<file path="src/rtl/cnu_pkg.sv">
// Shared definitions for the serial min-sum check-node unit.
// Holds the mode encodings, the FSM state type and the saturated
// magnitude maximum, which depends on the message width.
package cnu_pkg;

  localparam logic [1:0] MODE_PLAIN = 2'd0;
  localparam logic [1:0] MODE_NORM  = 2'd1;
  localparam logic [1:0] MODE_OFFS  = 2'd2;

  typedef enum logic {
    ST_COLLECT = 1'b0,
    ST_EMIT    = 1'b1
  } cnu_state_t;

  // Largest magnitude representable in a w-bit two's-complement message.
  function automatic int mag_max(input int w);
    return (1 << (w - 1)) - 1;
  endfunction

endpackage

</file>
<file path="src/rtl/cnu_abs.sv">
// Magnitude/sign extraction for a two's-complement message.
// Ports:
//   d    - input message
//   mag  - |d|, with the most negative code saturated to the max magnitude
//   sign - MSB of d (zero counts as positive)
module cnu_abs
  import cnu_pkg::*;
#(
  parameter int DATA_W = 8
) (
  input  logic [DATA_W-1:0] d,
  output logic [DATA_W-1:0] mag,
  output logic              sign
);

  localparam logic [DATA_W-1:0] MAG_MAX  = DATA_W'(mag_max(DATA_W));
  localparam logic [DATA_W-1:0] MOST_NEG = {1'b1, {(DATA_W-1){1'b0}}};

  always_comb begin
    sign = d[DATA_W-1];
    if (!sign)
      mag = d;
    else if (d == MOST_NEG)
      mag = MAG_MAX;
    else
      mag = -d;
  end

endmodule

</file>
<file path="src/rtl/cnu_norm.sv">
// Output scaling for the check-node message magnitude.
// Ports:
//   m      - non-negative magnitude selected for this output beat
//   mode   - plain / normalized x3/4 / offset (code 3 behaves as plain)
//   offset - offset magnitude used in offset mode
//   f      - scaled magnitude, never negative
module cnu_norm
  import cnu_pkg::*;
#(
  parameter int DATA_W = 8
) (
  input  logic [DATA_W-1:0] m,
  input  logic [1:0]        mode,
  input  logic [DATA_W-2:0] offset,
  output logic [DATA_W-1:0] f
);

  logic [DATA_W:0]   m3;
  logic [DATA_W-1:0] offs_ext;

  always_comb begin
    // 3m needs one extra bit before the divide by 4
    m3       = {1'b0, m} + {m, 1'b0};
    offs_ext = {1'b0, offset};
    f        = m;
    case (mode)
      MODE_NORM: f = DATA_W'(m3 >> 2);
      MODE_OFFS: f = (m > offs_ext) ? (m - offs_ext) : '0;
      default:   f = m;
    endcase
  end

endmodule

</file>
<file path="src/rtl/cnu_ms_serial.sv">
// Serial min-sum check-node unit. Collects one row of variable-to-check
// messages beat by beat, tracking the two smallest magnitudes, the index
// of the smallest and the sign parity, then streams the check-to-variable
// messages back out in the same beat order.
// Ports:
//   clk, rst                  - clock, async active-low reset
//   in_valid/in_ready         - input handshake; in_q message, in_last row end
//   mode, offset              - scaling selection, sampled on a row's first beat
//   out_valid/out_ready       - output handshake; out_r message, out_last row end
//   err                       - one-cycle pulse when a row hits DMAX without in_last
//
// state      | meaning
// ST_COLLECT | accepting input beats, updating min/min2/idx/parity/signs
// ST_EMIT    | presenting output beats 0..degree-1, inputs stalled
module cnu_ms_serial
  import cnu_pkg::*;
#(
  parameter int DATA_W = 8,
  parameter int DMAX   = 32,
  parameter int IDX_W  = 5
) (
  input  logic              clk,
  input  logic              rst,
  input  logic              in_valid,
  output logic              in_ready,
  input  logic [DATA_W-1:0] in_q,
  input  logic              in_last,
  input  logic [1:0]        mode,
  input  logic [DATA_W-2:0] offset,
  output logic              out_valid,
  input  logic              out_ready,
  output logic [DATA_W-1:0] out_r,
  output logic              out_last,
  output logic              err
);

  localparam logic [DATA_W-1:0] MAG_MAX  = DATA_W'(mag_max(DATA_W));
  localparam logic [IDX_W:0]    LAST_CNT = (IDX_W+1)'(DMAX - 1);
  localparam logic [IDX_W:0]    ONE      = (IDX_W+1)'(1);

  cnu_state_t        state_q, state_d;
  logic [IDX_W:0]    cnt_q;
  logic [IDX_W:0]    degree_q;
  logic [IDX_W:0]    out_i_q;
  logic [IDX_W-1:0]  idx_q;
  logic [DATA_W-1:0] min_q, min2_q;
  logic              parity_q;
  logic [DMAX-1:0]   signs_q;
  logic [1:0]        mode_q;
  logic [DATA_W-2:0] offset_q;
  logic              err_q;

  logic [DATA_W-1:0] mag;
  logic              sign;
  logic              accept, xfer, closing;
  logic [DATA_W-1:0] m_sel, f_val;
  logic              neg;

  cnu_abs #(.DATA_W(DATA_W)) u_abs (
    .d    (in_q),
    .mag  (mag),
    .sign (sign)
  );

  always_ff @(posedge clk or negedge rst) begin
    if (!rst) state_q <= ST_COLLECT;
    else      state_q <= state_d;
  end

  always_comb begin
    state_d   = state_q;
    in_ready  = 1'b0;
    out_valid = 1'b0;
    out_last  = 1'b0;
    accept    = 1'b0;
    xfer      = 1'b0;
    closing   = in_last || (cnt_q == LAST_CNT);
    case (state_q)
      ST_COLLECT: begin
        in_ready = 1'b1;
        accept   = in_valid;
        if (accept && closing) state_d = ST_EMIT;
      end
      ST_EMIT: begin
        out_valid = 1'b1;
        out_last  = (out_i_q + ONE) == degree_q;
        xfer      = out_ready;
        if (xfer && out_last) state_d = ST_COLLECT;
      end
      default: state_d = ST_COLLECT;
    endcase
  end

  always_ff @(posedge clk or negedge rst) begin
    if (!rst) begin
      cnt_q    <= '0;
      degree_q <= '0;
      out_i_q  <= '0;
      idx_q    <= '0;
      min_q    <= MAG_MAX;
      min2_q   <= MAG_MAX;
      parity_q <= 1'b0;
      signs_q  <= '0;
      mode_q   <= MODE_PLAIN;
      offset_q <= '0;
      err_q    <= 1'b0;
    end else begin
      err_q <= accept && (cnt_q == LAST_CNT) && !in_last;
      if (accept) begin
        if (cnt_q == '0) begin
          mode_q   <= mode;
          offset_q <= offset;
        end
        signs_q[cnt_q[IDX_W-1:0]] <= sign;
        parity_q <= parity_q ^ sign;
        // strict compare keeps idx at the first minimum; a tie lands in min2
        if (mag < min_q) begin
          min2_q <= min_q;
          min_q  <= mag;
          idx_q  <= cnt_q[IDX_W-1:0];
        end else if (mag < min2_q) begin
          min2_q <= mag;
        end
        if (closing) begin
          degree_q <= cnt_q + ONE;
          cnt_q    <= '0;
        end else begin
          cnt_q <= cnt_q + ONE;
        end
      end
      if (xfer) begin
        if (out_last) begin
          out_i_q  <= '0;
          idx_q    <= '0;
          min_q    <= MAG_MAX;
          min2_q   <= MAG_MAX;
          parity_q <= 1'b0;
        end else begin
          out_i_q <= out_i_q + ONE;
        end
      end
    end
  end

  // Outputs are decoded from registered row state, so they stay put under
  // backpressure and drop to zero as soon as reset returns us to COLLECT.
  assign m_sel = ({1'b0, idx_q} == out_i_q) ? min2_q : min_q;

  cnu_norm #(.DATA_W(DATA_W)) u_norm (
    .m      (m_sel),
    .mode   (mode_q),
    .offset (offset_q),
    .f      (f_val)
  );

  assign neg   = parity_q ^ signs_q[out_i_q[IDX_W-1:0]];
  assign out_r = (state_q == ST_EMIT) ? (neg ? -f_val : f_val) : '0;
  assign err   = err_q;

endmodule
</file>
<file path="config.mk">
export PLATFORM = sky130hd
export DESIGN_NAME = cnu_ms_serial
export DESIGN_NICKNAME = d
export VERILOG_FILES = /design/src/rtl/cnu_pkg.sv /design/src/rtl/cnu_abs.sv /design/src/rtl/cnu_norm.sv /design/src/rtl/cnu_ms_serial.sv
export SDC_FILE = /design/constraint.sdc
export NUM_CORES = 1
export LEC_CHECK = 0
export BUFFER_PORTS_ARGS = -buffer_cell sky130_fd_sc_hd__clkbuf_2
export CAP_MARGIN = 0
export CORE_AREA = 3 3 94 118
export CTS_CLUSTER_SIZE = 30
export DETAILED_ROUTE_END_ITERATION = 8
export DIE_AREA = 0 0 97 121
export PLACE_DENSITY = 0.75
export SLEW_MARGIN = 20
export SYNTH_ARGS = -nofsm -noshare
export SYNTH_HDL_FRONTEND = slang
export SYNTH_SLANG_ARGS = --single-unit
</file>
<file path="constraint.sdc">
create_clock -name clk -period 7 [get_ports clk]
set_input_delay 1.4 -clock clk [delete_from_list [all_inputs] [get_ports clk]]
set_output_delay 1.4 -clock clk [all_outputs]
set_load 0.05 [all_outputs]
</file>
# After elaboration in Yosys (flattened, before gate mapping)
# Cells that the tools add are included.
[totals]
ff_bits = 83
latch_bits = 0
ram_bits = 0
romBits = 0
out_inout_bits = 12
wordCells = 81
mem_count = 0
[op_classes]
addsub = 6
mul = 0
n_div = 0
order_cmp = 6
n_eq_ne = 6
shifts = 0
mux = 38
n_bitwise = 3
reduce_logical = 10
[ops]
columns = ["op", "n"]
rows = [
  ["$mux W8", 15],
  ["$bwmux W32", 1],
  ["$mux W5", 4],
  ["$lt A8 B8 Y1", 2],
  ["$neg A8 Y8", 2],
  ["$pmux W8 S2", 1],
  ["$add A6 B1 Y6 const B", 2],
  ["$lt A5 B6 Y1 const B", 2],
  ["$mux W1", 12],
  ["$mux W6", 2],
  ["$add A8 B9 Y9", 1],
  ["$eq A8 B8 Y1 const B", 1],
  ["$gt A8 B7 Y1", 1],
  ["$sub A8 B7 Y8", 1],
  ["$eq A5 B6 Y1", 1],
  ["$eq A6 B5 Y1 const B", 1],
  ["$eq A6 B6 Y1", 1],
  ["$logic_not A6 Y1", 1],
  ["$bmux W1 S5", 1],
  ["$demux W1 S5", 1],
  ["$ge A5 B1 Y1 const B", 1],
  ["$logic_and A1 B1 Y1", 5],
  ["$reduce_and A2 Y1", 2],
  ["$eq A2 B1 Y1 const B", 1],
  ["other kinds (6)", 7],
]

# Longest topological paths before layout
# Gate-level depths: netlist (run 1).
[depth]
depth_word = 9
mapped_depth = 20
mapped_depth_nobuf = 18

# Modules after synthesis
# From an unflattened synthesis (run 1), not the netlist that was laid out.
[unflattened]
hier_cells = 608
hier_area_um2 = 5816.8
[by_module_without_submodules]
columns = ["module", "n_inst", "cells_each", "area_each_um2", "seq_area_each_um2"]
rows = [
  ["cnu_ms_serial", 1, 463, 4827.1, 2094.5],
  ["cnu_norm", 1, 113, 784.5, 0.0],
  ["cnu_abs", 1, 32, 205.2, 0.0],
]

# Worst setup path after synthesis (run 1)
# OpenSTA, ideal clock, no wires.
[synth_timing]
kind = "reg-to-output"
from = "reg out_i_q[4]"
to = "out out_r[6]"
t_arrival_ns = 4.584
path_slack_ns = 1.016
stages_incl_launch_ff = 20
n_path_buf = 2
cell_sequence = "dfrtp_1 -> buf_2 -> xnor2_1 -> and4_1 -> buf_4 -> nand2_1 -> a21oi_1 -> inv_1 -> ha_1 -> nand3_1 -> o22ai_1 -> nor2_1 -> a31oi_1 -> a31oi_2 -> nor4_1 -> nor2_1 -> ha_1 -> a41oi_1 -> nor3_1 -> nor3_1"
[synth_between]
elab_chain_len = 8
elab_cells_between_ends = 13
cone_classes = "add/sub: 3; order compare: 1; eq/ne: 1; mux: 7; bitwise: 1"
[synth_lines]
columns = ["element", "line", "rtl"]
rows = [
  ["from (decl)", "cnu_ms_serial.sv:44", "logic [IDX_W:0] out_i_q;"],
  ["from (signal assigned)", "cnu_ms_serial.sv:139", "out_i_q <= out_i_q + ONE;"],
  ["$eq A5 B6 Y1", "cnu_ms_serial.sv:147", "assign m_sel = ({1'b0, idx_q} == out_i_q) ? min2_q : min_q;"],
  ["$mux W8", "cnu_ms_serial.sv:147", ""],
  ["$sub A8 B7 Y8 or $gt A8 B7 Y1 (tied branches)", "cnu_norm.sv:28", "MODE_OFFS: f = (m > offs_ext) ? (m - offs_ext) : '0;"],
  ["$mux W8", "cnu_norm.sv:28", ""],
  ["$pmux W8 S2", "cnu_norm.sv:26", "case (mode)"],
  ["$neg A8 Y8", "cnu_ms_serial.sv:157", "assign out_r = (state_q == ST_EMIT) ? (neg ? -f_val : f_val) : '0;"],
  ["$mux W8 * (2 in a row)", "cnu_ms_serial.sv:157", ""],
  ["to (decl)", "cnu_ms_serial.sv:32", "output logic [DATA_W-1:0] out_r,"],
]
# Mark *: on every way between the ends. The rest lies on a longest branch, timed or not. The select of a mux whose other input is x is not followed.

# Final worst setup path (run 1)
[layout_timing]
from = "reg out_i_q[1]"
to = "out out_r[7]"
# Same word-level chain as after synthesis.

==> impl_metrics.yaml, run 1 <==
grt:
  grt_pass1_vias: 5054
  grt.overflow.total: 0
  grt_max_degree: 84
  track_usage: 0.261
  grt_pass1_wl_mm: 24.6
  antenna_found_initial: 0
timing:
  finalSetupViolCount: 0
  rsz0062_at_grt: "false"
  worst_pin_slew_ps: 921
  period_needed_ps: 6510
  maxSlewViolCount: 0
  period_share: 0.930
  setup_tns_ps: 0
  clock_skew_ps: 6.03
  fmax_mhz: 154
  finalHoldViolCount: 0
  maxSlewHeadroom: 0.384
  setup_slack_ps: 492
clock_network:
  h-tree-depth: 3
  clock_sinks: 83
  clk_pin_slew_ps: 60
  cts-resized-gates: 0
  cts_hold_buffers: 0
  postCtsSetupBuffers: 0
  clock_latency_ps: 340
  clockBufferDepth: 2
  cts_tree: "yes"
  cts_buffers: 9
  cts-root-buf: "clkbuf_16"
floorplan:
  die-area_um2: 11700
  fp.dieH_um: 121
  die_x_um: 97
  start_util: 0.593
  pin_count: 34
  num_rows: 41
  core_region_area_um2: 10100
cells_and_area:
  multi_input_area_um2: 3600
  final_util: 0.650
  regArea_um2: 2090
  num-nets-final: 734
  area_growth_pct: 9.73
  drive_gt1_frac: 0.192
  final_area_um2: 6570
  nFillCells: 828
  diodes: 0
synth:
  ys_seq_elements: 83
  synth.area.top_cells: "dfrtp_1 29%, ha_1 7.1%, mux2_2 7.0%, dfstp_2 6.1%, nand2_1 4.8%"
  yosysTopAreaCell: "dfrtp_1"
  synth_warnings: 0
  synth_edf_count: 0
  seq_area_frac_synth: 0.350
  synth_top_family_by_area: "compound AO/OA/AOI/OAI gates"
  syn_area_um2: 5990
  synth_xor_area_frac: 0.0524
  syn_area_per_cell_um2: 9.09
  ys_types: 69
  synth-simple-area-share: 0.168
  synth.mux.area_fraction: 0.134
  synth_fp_nets: 716
  synth-compound-area-share: 0.170
  synthAdderAreaFrac: 0.0744
  synthDominantCellAreaShare: 0.288
  synthCells: 659
  synthTopCellsByCount: "77 x nand2_1, 69 x dfrtp_1, 60 x nor2_1"
  yosysMostFrequentCell: "nand2_1"
  synthFlopType: "dfrtp_1"
  async_flop_share: 1.00
worst_setup_path:
  timing.rr.start: "min_q[1]"
  reg2reg_depth: 11
  startpoint_type: "flip-flop"
  path_class: "flip-flop to primary output"
  r2r_slack_ps: 3740
  crit_required_ps: 5600
  path_max_fanout: 13
  rr_endpoint: "min2_q[0]"
  worstPathCellList: "buf_4 > xnor2_1 > nand4_1 > o21ai_0 > and2_1 > inv_1 > ha_1 > a21oi_1 > o22ai_1 > nor2_1 > a31oi_1 > a31oi_2 > nor2_1 > a221oi_1 > a311oi_1 > or3_1 > a21oi_1 > clkbuf_2"
  max_stage_delay_ps: 470
  critPathArrivalTime_ps: 5110
  endpoint_kind: "primary output"
  cp_slowest_cell: "o21ai_0"
power:
  netSwitchingFraction: 0.502
  clock_power_share: 0.150
  pwr-share-seq: 0.230
  peakVddDrop_v: 0.000436
  leakage_nw: 2.96
  switching_power_mw: 1.76
  intPower_mw: 1.75
  p_comb_frac: 0.620
  power_density_nw_per_um2: 533
worst_hold_path:
  min-delay-start: "signs_q[23]"
  whs_path_depth: 1
  hp-class: "flip-flop to flip-flop"
  holdPathEnd: "signs_q[23]"
route:
  viasPerCell: 6.23
  drt_wl_total_mm: 14.8
  drtIter0Drc: 264
  drc: 0
  wl_per_cell_um: 18.2
  ant_nets: 0
  vias: 5050
  drtPass1Iterations: 4
placed_design:
  place_area_um2: 6230
  io_buffers: 33
  post-place-ws_ps: 829
  globalplace.congestion: 0.915
  hpwl_mm: 11.0
outcome:
  status: "complete, no violations"
job:
  drv_cap: 0
-- sequential cells by signal (all words and copies together) (netlist names), 2 cells and up --
register	cells
signs_q	32
min2_q	8
min_q	8
offset_q	7
cnt_q	6
degree_q	6
out_i_q	6
idx_q	5
mode_q	2
-- layout make-up --
| cell class | count | share of cell area |
|---|---|---|
| sequential | 83 | 0.319 |
| clock buffer | 13 | 0.0411 |
| inverter | 45 | 0.0257 |
| tap | 129 | 0.0246 |
| multi-input combinational | 500 | 0.548 |
| timing repair buffer | 38 | 0.0318 |
| clock inverter | 3 | 0.0105 |
-- power groups by stage --
stage	sequential (mW)	combinational [mW]	clock, mW
floorplan	0.739	1.73	0
global placement	0.805	2.11	0
detailed placement	0.810	2.14	0
CTS	0.803	2.16	0.536
global route	0.823	2.37	0.553
finish	0.806	2.17	0.527
-- layer usage --
| layer | up-vias | GRT usage | wire, um |
|---|---|---|---|
| met4 | 0 | 0.121 | 423 |
| met1 | 2484 | 0.308 | 5850 |
| met5 | - | 0 | 0 |
| met2 | 129 | 0.468 | 7930 |
| li1 | 2400 | - | - |
| met3 | 37 | 0.0362 | 576 |
-- kinds of logic after synthesis --
family / count (synthesis)
xor gates and xnor gates: 35
buffers and inverters: 76
DFF: 83
and+or+nand+nor: 216
AOI/OAI and AO/OA: 151
adders and majority gates: 35
muxes: 63
-- critical path, delay by kind of cell, from the launching register on --
family                   cells  cell delay, ps
adder cells (fa/ha/maj)      1             310
AO/OA/AOI/OAI                8            1960
buffers and inverters        3             600
flip-flops                   1             360
AND/OR/NAND/NOR              5            1330
XOR/XNOR                     1             210
-- worst max path at each step --
stage	from	end	slack (ps)	cells after the start
after floorplan	out_i_q[4]	out_r[6]	1020	19
after global placement	out_i_q[2]	out_r[7]	950	17
final	out_i_q[1]	out_r[7]	490	18
after global routing	out_i_q[1]	out_r[6]	80	19
after detailed placement	out_i_q[2]	out_r[6]	830	18
after CTS	out_i_q[2]	out_r[6]	450	18
-- placed cells by master, fill, tap and decap left out, types with 8 or more instances in the layout --
master / count
nand2_1: 77
dfrtp_1: 69
nor2_1: 59
inv_1: 43
mux2_2: 37
o21ai_0: 34
ha_1: 34
a21oi_1: 33
clkbuf_2: 32
xnor2_1: 19
nand3_1: 18
mux2i_1: 16
xor2_1: 15
dfstp_2: 14
o211ai_1: 12
nor3_1: 11
mux4_2: 10
and2_1: 9
a21o_1: 9
clkbuf_16: 9
o31ai_1: 8
-- stage by stage --
stage          std cells  hold WS [ps]  total power [mW]
2_1_floorplan        659           474              2.47
3_3_place_gp         795           483              2.92
3_5_place_dp         795           493              2.95
4_1_cts              811           506              3.49
5_1_grt              811           521              3.74
6_report             811           505              3.51
No activity file was read; power rests on OpenSTA's default activity.
==> run 2, diff against run 1 <==
--- a/config.mk
+++ b/config.mk
@@ -7,12 +7,14 @@
 export LEC_CHECK = 0
 export BUFFER_PORTS_ARGS = -buffer_cell sky130_fd_sc_hd__clkbuf_2
 export CAP_MARGIN = 0
-export CORE_AREA = 3 3 94 118
+export CORE_AREA = 3 3 93 117
 export CTS_CLUSTER_SIZE = 30
 export DETAILED_ROUTE_END_ITERATION = 8
-export DIE_AREA = 0 0 97 121
+export DIE_AREA = 0 0 96 120
 export PLACE_DENSITY = 0.75
+export RECOVER_POWER = 25
 export SLEW_MARGIN = 20
 export SYNTH_ARGS = -nofsm -noshare
 export SYNTH_HDL_FRONTEND = slang
+export SYNTH_HIERARCHICAL = 1
 export SYNTH_SLANG_ARGS = --single-unit
==> run 2 against run 1 <==
Routed wire length is 8.9% lower; cell count is 5.8% lower; first-iteration DRC count is 11% lower; hold slack worse by 4.5 ps; design area is 3.1% lower; the run now ends with capacitance limit, slew limit left; critical path depth stayed put; sequential cell count stayed put; largest cell class unchanged; critical endpoint is now out_r[2]; sequential share of layout area is 1.0 points higher; fmax is 2.8% lower; non-clock buffer count is 4 higher.
==> impl_metrics.yaml, run 2 <==
cells_and_area:
  diodes: 0
  multi_input_area_um2: 3440
  final_cell_mix: "69 x dfrtp_1, 51 x nand2_1, 51 x mux2_2"
  final_common_cell: "dfrtp_1"
  biggestRegsByFlops: "signs_q (32), min2_q (8), min_q (8)"
  top_register: "signs_q"
  drive_gt1_frac: 0.227
  area_growth_pct: 9.51
  num-nets-final: 690
  regArea_um2: 2090
  final_util: 0.637
  nFillCells: 835
  largest_reg_flops: 32
synth:
  yosysMostFrequentCell: "dfrtp_1"
  synth_fp_nets: 668
  ys_seq_elements: 83
  synth.area.top_cells: "dfrtp_1 30%, mux2_2 9.9%, ha_1 7.7%, dfstp_2 6.3%, mux4_2 3.9%"
  syn_area_um2: 5820
  synthCells: 608
  ys_types: 58
  synth_edf_count: 0
  synthDominantCellAreaShare: 0.297
  async_flop_share: 1.00
  synth_warnings: 6
  synthTopCellsByCount: "69 x dfrtp_1, 51 x mux2_2, 51 x nand2_1"
  syn_area_per_cell_um2: 9.57
  synthFlopType: "dfrtp_1"
  yosysTopAreaCell: "dfrtp_1"
  seq_area_frac_synth: 0.360
route:
  drc: 0
  wl_per_cell_um: 17.6
  drtIter0Drc: 236
  ant_nets: 0
  drtPass1Iterations: 5
  vias: 4626
  drt_wl_total_mm: 13.5
  viasPerCell: 6.05
timing:
  fmax_mhz: 149
  finalSetupViolCount: 0
  maxSlewHeadroom: -1.88
  whs_ps: 501
  rsz0062_at_grt: "false"
  period_share: 0.957
  worst_pin_slew_ps: 4330
  clock_skew_ps: 8.47
  maxSlewViolCount: 84
  setup_tns_ps: 0
  period_needed_ps: 6700
  finalHoldViolCount: 0
  setup_slack_ps: 303
placed_design:
  io_buffers: 33
  globalplace.congestion: 0.858
  hpwl_mm: 9.68
  post-place-ws_ps: 559
worst_setup_path:
  max_stage_delay_ps: 550
  critPathArrivalTime_ps: 5300
  endpoint_kind: "primary output"
  crit_required_ps: 5600
  cp_slowest_cell: "or3_1"
  crit_top_cell: "a21oi_1"
  path_buf_inv: 3
  cpLargestDelayFamily: "simple AND/OR/NAND/NOR gates"
  startpoint_type: "flip-flop"
  worstPathCellList: "xnor2_1 > nand4_1 > or3_1 > mux2_2 > inv_1 > ha_1 > fa_1 > nand2b_1 > a21oi_1 > a21oi_2 > nor2_2 > a221oi_1 > a21oi_1 > inv_1 > ha_1 > or3_1 > a21oi_1 > clkbuf_2"
  path_max_fanout: 15
  path_class: "flip-flop to primary output"
clock_network:
  clockBufferDepth: 2
  clock_sinks: 83
  cts_buffers: 9
  clk_pin_slew_ps: 60
  clock_latency_ps: 340
  cts_tree: "yes"
  h-tree-depth: 3
  postCtsSetupBuffers: 0
  cts-root-buf: "clkbuf_16"
outcome:
  violations: "capacitance limit, slew limit"
  status: "finished, violations left"
grt:
  grt.overflow.total: 0
  antenna_found_initial: 0
  grt_pass1_vias: 4738
  track_usage: 0.248
  grt_max_degree: 84
  grt_pass1_wl_mm: 22.4
floorplan:
  die_x_um: 96
  core_region_area_um2: 10000
  pin_count: 34
  start_util: 0.581
  num_rows: 41
  fp.dieH_um: 120
  die-area_um2: 11500
job:
  drv_cap: 1
worst_hold_path:
  hp-class: "flip-flop to flip-flop"
run 2: changes by cell type after synthesis, moves of 9 or more:
cell and delta:
nand2_1 -26, nor2_1 -18, nand3_1 +15, mux2_2 +14, nand2b_1 +9
run 2: per-layer routing:
metal | vias to the layer above | track usage | wire (um)
met5 | - | 0 | 0
met3 | 38 | 0.0320 | 435
met1 | 2253 | 0.286 | 5310
met4 | 0 | 0.109 | 452
met2 | 103 | 0.446 | 7280
li1 | 2232 | - | -
run 2: area by class of cell:
type,instances,share of cell area
Multi-Input combinational cell,453,0.541
Sequential cell,83,0.329
Clock buffer,10,0.0375
Timing Repair Buffer,42,0.0363
Tap cell,129,0.0253
Inverter,41,0.0242
Clock inverter,6,0.00727
run 2: stage by stage:
step                      cell area, um^2  cells
after floorplan                      5820    608
after global placement               6080    748
after detailed placement             6080    748
after CTS                            6370    764
after global routing                 6370    764
final                                6370    764
run 2: path summary, 6_finish.rpt:
path | startpoint | end | slack (ps) | cells past startpoint
max in group asynchronous | rst | out_i_q[0] | 2000 | 1
worst max-delay path | out_i_q[4] | out_r[2] | 300 | 18
worst min-delay path | signs_q[20] | signs_q[20] | 500 | 1
worst min register to register | signs_q[20] | signs_q[20] | 500 | 1
min in group asynchronous | rst | offset_q[5] | 2600 | 1
worst max register to register | out_i_q[1] | min2_q[6] | 3990 | 8
run 2: kinds of logic after synthesis:
logic type      Yosys count  share of synthesized area
fa+ha+maj                38                     0.0843
compound gates          121                      0.134
simple gates            184                      0.154
xor+xnor                 29                     0.0460
mux                      81                      0.172
flops                    83                      0.360
buf+inv                  72                     0.0490
run 2: worst register-to-register path, cell delays in order, from the launching register on:
cell and delay [ps]:
dfrtp_1 380, buf_4 260, ha_1 270, nand3_1 170
xnor2_1 180, nor4_1 570, nand3_1 480, nand2_1 390
o221a_2 260
run 2: timing repair:
| item | in CTS | in global routing |
|---|---|---|
| hold buffers | 0 | 0 |
| setup endpoints to repair | 0 | 7 |
| gates resized for setup | 0 | 2 |
Power of run 2 is left out: the tool's default activity adds up to more than one toggle a clock period on the data nets, which glitch-free logic cannot reach.
==> run 3, diff against run 2 <==
--- a/config.mk
+++ b/config.mk
@@ -7,11 +7,11 @@
 export LEC_CHECK = 0
 export BUFFER_PORTS_ARGS = -buffer_cell sky130_fd_sc_hd__clkbuf_2
 export CAP_MARGIN = 0
-export CORE_AREA = 3 3 93 117
+export CORE_AREA = 3 3 106 134
 export CTS_CLUSTER_SIZE = 30
 export DETAILED_ROUTE_END_ITERATION = 8
-export DIE_AREA = 0 0 96 120
-export PLACE_DENSITY = 0.75
+export DIE_AREA = 0 0 109 137
+export PLACE_DENSITY = 0.59
 export RECOVER_POWER = 25
 export SLEW_MARGIN = 20
 export SYNTH_ARGS = -nofsm -noshare
==> run 3 against run 2 <==
The flow still finishes with violations (capacitance limit, slew limit); first-iteration DRC count up 2.1%; register-to-register slack worse by 780 ps; critical path depth is 1 higher; sequential share of layout area down 0.22 points; non-clock buffer count grew 2; global-route usage shrank 5.4 points; via count is 1.2% lower.
==> impl_metrics.yaml, run 3 (synthesis results as in run 2) <==
route:
  vias: 4572
  ant_nets: 0
  viasPerCell: 5.66
  drt_wl_total_mm: 13.8
  drtIter0Drc: 241
  wl_per_cell_um: 17.1
  drc: 0
  drtPass1Iterations: 5
cells_and_area:
  final_area_um2: 6410
  biggestRegsByFlops: "signs_q (32), min2_q (8), min_q (8)"
  final_cell_mix: "69 x dfrtp_1, 51 x nand2_1, 51 x mux2_2"
  largest_reg_flops: 32
  drive_gt1_frac: 0.223
  diodes: 0
  area_growth_pct: 10.3
  top_register: "signs_q"
  nFillCells: 1214
  num-nets-final: 692
  final_common_cell: "dfrtp_1"
placed_design:
  io_buffers: 33
  hpwl_mm: 10.3
  place_area_um2: 6150
  globalplace.congestion: 0.888
worst_setup_path:
  endpoint_kind: "primary output"
  startpoint_type: "flip-flop"
  critPathArrivalTime_ps: 5130
  path_class: "flip-flop to primary output"
  r2r_slack_ps: 3210
  crit_required_ps: 5600
  reg2reg_depth: 5
  path_max_fanout: 15
  timing.rr.start: "state_q"
  rr_endpoint: "offset_q[1]"
outcome:
  violations: "capacitance limit, slew limit"
  status: "finished, violations left"
worst_hold_path:
  hp-class: "flip-flop to flip-flop"
  min-delay-start: "signs_q[4]"
  whs_path_depth: 1
  holdPathEnd: "signs_q[4]"
floorplan:
  pin_count: 34
  die-area_um2: 14900
  start_util: 0.444
  num_rows: 47
  fp.dieH_um: 137
  core_region_area_um2: 13100
  die_x_um: 109
timing:
  finalHoldViolCount: 0
  period_needed_ps: 6530
  maxSlewHeadroom: -1.48
  clock_skew_ps: 4.61
  finalSetupViolCount: 0
  maxSlewViolCount: 109
  setup_tns_ps: 0
  fmax_mhz: 153
  worst_pin_slew_ps: 3710
  period_share: 0.933
  rsz0062_at_grt: "false"
  whs_ps: 504
grt:
  grt.overflow.total: 0
  antenna_found_initial: 0
  grt_max_degree: 71
  grt_pass1_wl_mm: 22.9
  grt_pass1_vias: 4636
  track_usage: 0.194
clock_network:
  cts_hold_buffers: 0
  postCtsSetupBuffers: 0
  cts_buffers: 9
  clock_latency_ps: 330
  clk_pin_slew_ps: 60
  cts_tree: "yes"
  h-tree-depth: 3
  clockBufferDepth: 2
  cts-resized-gates: 0
  clock_sinks: 83
  cts-root-buf: "clkbuf_16"
job:
  drv_cap: 2
## run 3: cell types whose count changed in the layout (fill, tap and decap cells not counted), sizes merged
cell / previous run / this run
clkinvlp: 2 / 0
clkinv: 2 / 5
clkbuf: 43 / 44
## run 3: how the worst max path moves through the flow
stage	from	endpoint	slack, ps	depth (start not counted)
floorplan	out_i_q[0]	out_r[1]	470	19
global placement	out_i_q[2]	out_r[2]	990	19
detailed placement	out_i_q[2]	out_r[2]	880	19
CTS	out_i_q[2]	out_r[2]	490	19
global route	out_i_q[2]	out_r[2]	110	17
finish	out_i_q[2]	out_r[2]	470	19
## run 3: per-layer routing
metal / global-route usage / vias up / routed length [um]
met1: 0.236 / 2223 / 5700
met3: 0.0250 / 27 / 401
met5: 0 / - / 0
li1: - / 2228 / -
met4: 0.0793 / 0 / 400
met2: 0.344 / 94 / 7310
## run 3: area by class of cell
class | instances | area, um^2 | share of cell area
clock buffer | 9 | 225 | 0.0351
clock inverter | 7 | 50.0 | 0.00780
inverter | 41 | 154 | 0.0240
multi-input combinational | 453 | 3440 | 0.536
sequential | 83 | 2090 | 0.327
tap | 171 | 214 | 0.0334
timing repair buffer | 44 | 239 | 0.0373
## run 3: per-stage QoR
| stage | std cells | util | setup slack, ps |
|---|---|---|---|
| final | 808 | 0.489 | 468 |
| after global routing | 808 | 0.489 | 112 |
| after CTS | 808 | 0.490 | 488 |
| after detailed placement | 792 | 0.469 | 878 |
| after global placement | 792 | 0.469 | 989 |
| after floorplan | 608 | - | 473 |
## run 3: critical path, stage by stage (launching register included)
cell,delay [ps]
dfrtp_1,360
buf_4,190
xnor2_1,170
nand4_1,100
or3_1,540
mux2_2,310
inv_1,60
ha_1,210
fa_1,400
nand2b_1,160
a21oi_1,320
a21oi_2,120
nor2_2,270
a221oi_1,130
a21oi_1,300
inv_1,120
ha_1,250
or3_1,350
a21oi_1,150
clkbuf_2,290
Power of run 3 is left out for the same reason.
